===== config.mk =====
export PLATFORM = sky130hd
export DESIGN_NAME = riscv_membus_arb_flat
export DESIGN_NICKNAME = d
export VERILOG_FILES = /design/src/rtl/riscv_membus_arb_pkg.sv /design/src/rtl/riscv_membus_arb_if.sv /design/src/rtl/riscv_membus_arb.sv /design/src/flat_wrapper.sv
export SDC_FILE = /design/constraint.sdc
export NUM_CORES = 1
export LEC_CHECK = 0
export CAP_MARGIN = 20
export CORE_UTILIZATION = 39
export DETAILED_ROUTE_END_ITERATION = 10
export GPL_ROUTABILITY_DRIVEN = 0
export GPL_TIMING_DRIVEN = 0
export PLACE_DENSITY = 0.85
export SLEW_MARGIN = 30
export SYNTH_ARGS = -nofsm -noshare
export SYNTH_HDL_FRONTEND = slang
export SYNTH_SLANG_ARGS = --single-unit

===== constraint.sdc =====
create_clock -name clk -period 2.05 [get_ports clk]
set_clock_uncertainty 0.1 [all_clocks]
set_input_delay 0.41 -clock clk [delete_from_list [all_inputs] [get_ports clk]]
set_output_delay 0.41 -clock clk [all_outputs]
set_load 0.05 [all_outputs]

===== src/rtl/riscv_membus_arb_pkg.sv =====
// Shared types for the instruction/data memory-bus arbiter.
package riscv_membus_arb_pkg;

  // Arbiter ownership of the external memory port
  typedef enum logic [1:0] {
    ARB_IDLE,
    ARB_IF,
    ARB_DM
  } arb_state_t;

endpackage


===== src/rtl/riscv_membus_arb_if.sv =====
// Core-side (fetch/data) and memory-side signals of the shared memory port.
// slave: the arbiter's view; master: the surrounding core + memory environment.
interface riscv_membus_arb_if #(
  parameter int unsigned XLEN = 32
);
  // Instruction-fetch requester
  logic              if_req;
  logic [XLEN-1:0]   if_adr;
  logic              if_flush;
  logic              if_ack;
  logic [XLEN-1:0]   if_q;
  logic              if_err;
  // Data-memory requester
  logic              dm_req;
  logic [XLEN-1:0]   dm_adr;
  logic [XLEN-1:0]   dm_d;
  logic              dm_we;
  logic [XLEN/8-1:0] dm_be;
  logic              dm_ack;
  logic [XLEN-1:0]   dm_q;
  logic              dm_err;
  // External memory port
  logic              bus_req;
  logic [XLEN-1:0]   bus_adr;
  logic [XLEN-1:0]   bus_d;
  logic              bus_we;
  logic [XLEN/8-1:0] bus_be;
  logic              bus_ack;
  logic [XLEN-1:0]   bus_q;
  logic              bus_err;

  modport slave (
    input  if_req, if_adr, if_flush,
    output if_ack, if_q, if_err,
    input  dm_req, dm_adr, dm_d, dm_we, dm_be,
    output dm_ack, dm_q, dm_err,
    output bus_req, bus_adr, bus_d, bus_we, bus_be,
    input  bus_ack, bus_q, bus_err
  );

  modport master (
    output if_req, if_adr, if_flush,
    input  if_ack, if_q, if_err,
    output dm_req, dm_adr, dm_d, dm_we, dm_be,
    input  dm_ack, dm_q, dm_err,
    input  bus_req, bus_adr, bus_d, bus_we, bus_be,
    output bus_ack, bus_q, bus_err
  );

endinterface


===== src/rtl/riscv_membus_arb.sv =====
// Shares one external memory port between instruction fetch and data memory.
// One transaction at a time, data wins ties, a starvation counter guarantees
// fetch progress, and fetch responses are discarded after a flush.
module riscv_membus_arb
  import riscv_membus_arb_pkg::*;
#(
  parameter int unsigned XLEN       = 32,
  parameter int unsigned STARVE_MAX = 4
) (
  input  logic                 clk,
  input  logic                 rst,
  riscv_membus_arb_if.slave    mb
);

  localparam int unsigned CNT_W = $clog2(STARVE_MAX + 1);
  localparam int unsigned BEW   = XLEN / 8;
  localparam logic [CNT_W-1:0] CNT_MAX = CNT_W'(STARVE_MAX);

  arb_state_t       state;
  logic [CNT_W-1:0] starve_cnt;
  logic             drop;

  logic             bus_req_r;
  logic [XLEN-1:0]  bus_adr_r;
  logic [XLEN-1:0]  bus_d_r;
  logic             bus_we_r;
  logic [BEW-1:0]   bus_be_r;

  logic             if_want;
  logic             grant_if;
  logic             grant_dm;
  logic             if_ack_c;
  logic             dm_ack_c;

  // Grant decision, only meaningful while the port is idle
  always_comb begin
    if_want  = mb.if_req & ~mb.if_flush;
    grant_if = (state == ARB_IDLE) & if_want & (~mb.dm_req | (starve_cnt == CNT_MAX));
    grant_dm = (state == ARB_IDLE) & mb.dm_req & ~grant_if;
  end

  // Arbitration FSM: latches the winning request onto the bus and holds it until bus_ack
  always_ff @(posedge clk) begin
    if (rst) begin
      state      <= ARB_IDLE;
      bus_req_r  <= 1'b0;
      bus_adr_r  <= '0;
      bus_d_r    <= '0;
      bus_we_r   <= 1'b0;
      bus_be_r   <= '0;
      starve_cnt <= '0;
      drop       <= 1'b0;
    end else begin
      case (state)
        ARB_IDLE: begin
          drop <= 1'b0;
          if (grant_if) begin
            state     <= ARB_IF;
            bus_req_r <= 1'b1;
            bus_adr_r <= mb.if_adr;
            bus_d_r   <= '0;
            bus_we_r  <= 1'b0;
            bus_be_r  <= '1;
          end else if (grant_dm) begin
            state     <= ARB_DM;
            bus_req_r <= 1'b1;
            bus_adr_r <= mb.dm_adr;
            bus_d_r   <= mb.dm_d;
            bus_we_r  <= mb.dm_we;
            bus_be_r  <= mb.dm_be;
          end
          // A flushed fetch neither counts as a loss nor resets the count
          if (grant_if || !mb.if_req) begin
            starve_cnt <= '0;
          end else if (grant_dm && if_want && (starve_cnt != CNT_MAX)) begin
            starve_cnt <= starve_cnt + CNT_W'(1);
          end
        end
        ARB_IF: begin
          if (mb.if_flush) begin
            drop <= 1'b1;
          end
          if (mb.bus_ack) begin
            bus_req_r <= 1'b0;
            state     <= ARB_IDLE;
          end
        end
        ARB_DM: begin
          if (mb.bus_ack) begin
            bus_req_r <= 1'b0;
            state     <= ARB_IDLE;
          end
        end
        default: begin
          state     <= ARB_IDLE;
          bus_req_r <= 1'b0;
        end
      endcase
    end
  end

  // Completion strobes follow bus_ack combinationally, gated by ownership
  always_comb begin
    if_ack_c = mb.bus_ack & (state == ARB_IF) & ~drop & ~mb.if_flush;
    dm_ack_c = mb.bus_ack & (state == ARB_DM);
  end

  assign mb.if_ack  = if_ack_c;
  assign mb.if_q    = mb.bus_q;
  assign mb.if_err  = mb.bus_err & if_ack_c;
  assign mb.dm_ack  = dm_ack_c;
  assign mb.dm_q    = mb.bus_q;
  assign mb.dm_err  = mb.bus_err & dm_ack_c;

  assign mb.bus_req = bus_req_r;
  assign mb.bus_adr = bus_adr_r;
  assign mb.bus_d   = bus_d_r;
  assign mb.bus_we  = bus_we_r;
  assign mb.bus_be  = bus_be_r;

endmodule

===== src/flat_wrapper.sv =====
// flat-port wrapper written by rule: the top's interface ports become plain ports
module riscv_membus_arb_flat import riscv_membus_arb_pkg::*;
#(
  parameter int unsigned XLEN       = 32,
  parameter int unsigned STARVE_MAX = 4
)
  (clk, rst, mb_if_req, mb_if_adr, mb_if_flush, mb_if_ack, mb_if_q, mb_if_err, mb_dm_req, mb_dm_adr, mb_dm_d, mb_dm_we, mb_dm_be, mb_dm_ack, mb_dm_q, mb_dm_err, mb_bus_req, mb_bus_adr, mb_bus_d, mb_bus_we, mb_bus_be, mb_bus_ack, mb_bus_q, mb_bus_err);
  riscv_membus_arb_if #(.XLEN(XLEN)) mb_i ();
  input  logic clk;
  input  logic rst;
  input wire logic [$bits(mb_i.if_req)-1:0] mb_if_req;
  input wire logic [$bits(mb_i.if_adr)-1:0] mb_if_adr;
  input wire logic [$bits(mb_i.if_flush)-1:0] mb_if_flush;
  output wire logic [$bits(mb_i.if_ack)-1:0] mb_if_ack;
  output wire logic [$bits(mb_i.if_q)-1:0] mb_if_q;
  output wire logic [$bits(mb_i.if_err)-1:0] mb_if_err;
  input wire logic [$bits(mb_i.dm_req)-1:0] mb_dm_req;
  input wire logic [$bits(mb_i.dm_adr)-1:0] mb_dm_adr;
  input wire logic [$bits(mb_i.dm_d)-1:0] mb_dm_d;
  input wire logic [$bits(mb_i.dm_we)-1:0] mb_dm_we;
  input wire logic [$bits(mb_i.dm_be)-1:0] mb_dm_be;
  output wire logic [$bits(mb_i.dm_ack)-1:0] mb_dm_ack;
  output wire logic [$bits(mb_i.dm_q)-1:0] mb_dm_q;
  output wire logic [$bits(mb_i.dm_err)-1:0] mb_dm_err;
  output wire logic [$bits(mb_i.bus_req)-1:0] mb_bus_req;
  output wire logic [$bits(mb_i.bus_adr)-1:0] mb_bus_adr;
  output wire logic [$bits(mb_i.bus_d)-1:0] mb_bus_d;
  output wire logic [$bits(mb_i.bus_we)-1:0] mb_bus_we;
  output wire logic [$bits(mb_i.bus_be)-1:0] mb_bus_be;
  input wire logic [$bits(mb_i.bus_ack)-1:0] mb_bus_ack;
  input wire logic [$bits(mb_i.bus_q)-1:0] mb_bus_q;
  input wire logic [$bits(mb_i.bus_err)-1:0] mb_bus_err;
  assign mb_i.if_req = mb_if_req;
  assign mb_i.if_adr = mb_if_adr;
  assign mb_i.if_flush = mb_if_flush;
  assign mb_if_ack = mb_i.if_ack;
  assign mb_if_q = mb_i.if_q;
  assign mb_if_err = mb_i.if_err;
  assign mb_i.dm_req = mb_dm_req;
  assign mb_i.dm_adr = mb_dm_adr;
  assign mb_i.dm_d = mb_dm_d;
  assign mb_i.dm_we = mb_dm_we;
  assign mb_i.dm_be = mb_dm_be;
  assign mb_dm_ack = mb_i.dm_ack;
  assign mb_dm_q = mb_i.dm_q;
  assign mb_dm_err = mb_i.dm_err;
  assign mb_bus_req = mb_i.bus_req;
  assign mb_bus_adr = mb_i.bus_adr;
  assign mb_bus_d = mb_i.bus_d;
  assign mb_bus_we = mb_i.bus_we;
  assign mb_bus_be = mb_i.bus_be;
  assign mb_i.bus_ack = mb_bus_ack;
  assign mb_i.bus_q = mb_bus_q;
  assign mb_i.bus_err = mb_bus_err;
  riscv_membus_arb #(.XLEN(XLEN), .STARVE_MAX(STARVE_MAX)) u_core (.clk(clk), .rst(rst), .mb(mb_i));
endmodule

==> flow_summary.yaml <==
run_status:
  status: "finished with violations"
  violations: "DRC"
setup_path:
  path_depth: 1
  end_kind: "output pin"
  start_kind: "flip-flop"
  crit_buf_inv: 1
  rrSetupSlack_ps: 90
  critPathKind: "flip-flop to output pin"
  critPathTopFamily: "buffers and inverters"
  crit_path_max_fanout: 2
  critical-path-max-stage-delay_ps: 820
  r2r.worst_path.cells: 7
  arrival_ps: 1510
  required_ps: 1540
  cpMaxStageDelayCell: "clkdlybuf4s50_1"
  path_cells: "clkdlybuf4s50_1"
floorplan:
  die_y_um: 112
  dieWidth_um: 112
  start_util_pct: 40.6
  ios: 278
  row_count: 39
  core_mm2: 0.0116
  die_area_mm2: 0.0125
layout:
  final_common_cell: "clkdlybuf4s50_1"
  drive_gt1_share_pct: 23.3
  final_util_pct: 66.9
  mostFrequentLayoutCells: "227 x clkdlybuf4s50_1, 76 x buf_4, 74 x dfxtp_1"
  antennaDiodeCount: 0
  final-seq-area_mm2: 0.00152
  area_growth_pct: 64.5
  multi_input_area_mm2: 0.00218
  finalNetCount: 921
  fillCellCount: 884
clock_network:
  cts_buffer_depth: 2
  root_buffer: "clkbuf_16"
  numCtsBuffers: 9
  postCtsHoldBufs: 0
  clkLatencyLatePin_ps: 340
  clk_pin_slew_ps: 60
  h-tree-depth: 3
  clock-sinks: 76
  cts_tree: "yes"
global_routing:
  antenna_found_initial: 0
  grt_pass1_wl_um: 24800
  grt_max_degree: 13
  grt_pass1_vias: 5022
  grtUsageTotal_pct: 24.7
  overflow: 0
synthesis:
  synth_top_area_cell: "dfxtp_1"
  synth_warnings: 0
  synth.avg_cell_area_um2: 9.08
  ys_types: 38
  ys.flop_type: "dfxtp_1"
  netlist_instances: 520
  yosysTopAreaCellShare_pct: 32.2
  synth_fp_nets: 665
  synthTopCellsByArea: "dfxtp_1 32%, buf_4 12%, a221oi_1 11%, o32ai_2 10%, and4b_1 6.8%"
  async_flop_share_pct: 0
  ys_ff_latch: 76
  yosysSeqAreaShare_pct: 32.2
  synth_edf_count: 0
  syn_area_mm2: 0.00472
timing:
  rsz0062_at_grt: "yes"
  fmax_mhz: 494
  slew_headroom_pct: 51.3
  period_needed_ps: 2020
  tightest_slew_ps: 731
  finalCritPeriodShare_pct: 98.7
  drv_slew: 0
  setup_viol: 0
  hold_viol: 0
  fin_setup_tns_ps: 0
route:
  wl_per_cell_um: 17.2
  dr.pass1.iters: 9
  drt_first_iter_violations: 411
  vias_per_cell: 5.39
  drcViolationCount: 21
  antenna_left: 0
  wirelength_um: 15800
  vias: 4978
run:
  cap_violations: 0
power_and_ir_drop:
  ir_worst_vdd_mv: 0.367
  power_density_mw_per_mm2: 723
  finalPower_mw: 5.61
  leakage_nw: 3.25
placed_design:
  io_buffers: 244
  dp_hpwl_um: 12100
min_path:
  hold_path_class: "input port to flip-flop"
  worstHoldPathCells: 3
==> metrics by stage <==
step	hold WS, ps	setup slack (ps)	cells	cell area [um^2]
final	347	26.5	923	7760
after global routing	349	-45.9	923	7760
after CTS	343	-46.4	922	7700
after detailed placement	358	-1040	907	7370
after global placement	355	-1050	907	7370
after floorplan	349	-178	520	4750
==> repair_timing <==
| action | CTS | global route |
|---|---|---|
| resized for setup | 34 | 38 |
| pin swaps | 2 | 3 |
| cloned | 0 | 0 |
| endpoints found under the setup margin | 57 | 45 |
| hold endpoints to repair | 0 | 0 |
| setup buffers | 0 | 1 |
==> per-layer routing <==
layer,part of all wire [%],wire (um),up-vias,GRT usage [%]
li1,-,-,2352,-
met1,40,6360,2333,30.5
met2,49,7840,269,42.6
met3,8.6,1360,24,5.62
met4,1.7,277,0,7.91
met5,0,0,-,0
==> power by group <==
| group | internal [mW] | switching [mW] |
|---|---|---|
| combinational | 0.903 | 1.34 |
| clock | 1.04 | 0.623 |
| sequential | 1.62 | 0.0873 |
| total | 3.56 | 2.05 |
==> final timing paths <==
check	end	from
setup / recovery	mb_bus_adr[5]	u_core.mb.bus_adr[5]$_SDFFE_PP0P_
hold / removal	u_core.state[1]$_SDFFE_PP0P_	mb_dm_req
setup reg to reg	u_core.mb.bus_adr[10]$_SDFFE_PP0P_	u_core.starve_cnt[0]$_SDFFE_PP0P_
hold reg to reg	u_core.mb.bus_adr[13]$_SDFFE_PP0P_	u_core.mb.bus_adr[13]$_SDFFE_PP0P_
==> logic make-up (layout without fill, tap and decap cells) <==
| logic type | Yosys count | after routing | synth area share (%) |
|---|---|---|---|
| buffers and inverters | 194 | 454 | 22.9 |
| AO/OA/AOI/OAI | 160 | 160 | 31.4 |
| AND/OR/NAND/NOR | 85 | 85 | 12.2 |
| flip-flops | 76 | 76 | 32.2 |
| adder cells (fa/ha/maj) | 5 | 5 | 1.33 |
==> synthesized netlist by cell type, types with 2 or more instances <==
master      n
nand2_1    37
clkbuf_1   27
a31oi_1     5
o32ai_2    30
o2111ai_1   3
nor2b_1     5
buf_4      75
o32ai_1     3
nor4bb_1    2
dfxtp_1    76
ha_1        5
o221a_2     3
and2_1      2
o211ai_1    2
inv_1      70
a221oi_1   60
nand2b_1    2
a21bo_2     2
and4b_1    32
o21ai_0    35
o21ai_1     2
a21oi_1     6
buf_2      12
a221oi_2    4
buf_6       7
==> worst reg2reg max path, delay by kind of cell (launching register included) <==
| kind | cells | cell delay, ps |
|---|---|---|
| AO/OA/AOI/OAI | 3 | 700 |
| flip-flops | 1 | 400 |
| buffers and inverters | 3 | 380 |
| adder cells (fa/ha/maj) | 1 | 240 |
==> state kept, by name, indices dropped and copies added (netlist names) <==
register,cells
u_core.mb.bus_d,32
u_core.drop,1
u_core.mb.bus_be,4
u_core.state,2
u_core.mb.bus_req,1
u_core.starve_cnt,3
u_core.mb.bus_adr,32
u_core.mb.bus_we,1
==> layout make-up <==
type                            instances  area share [%]
Multi-Input combinational cell        250            28.0
Clock buffer                           12            3.43
Buffer                                121            10.8
Timing Repair Buffer                  245            31.7
Clock inverter                          3           0.580
Tap cell                              143            2.30
Sequential cell                        76            19.6
Inverter                               73            3.56
(Power assumes the default switching activity.)
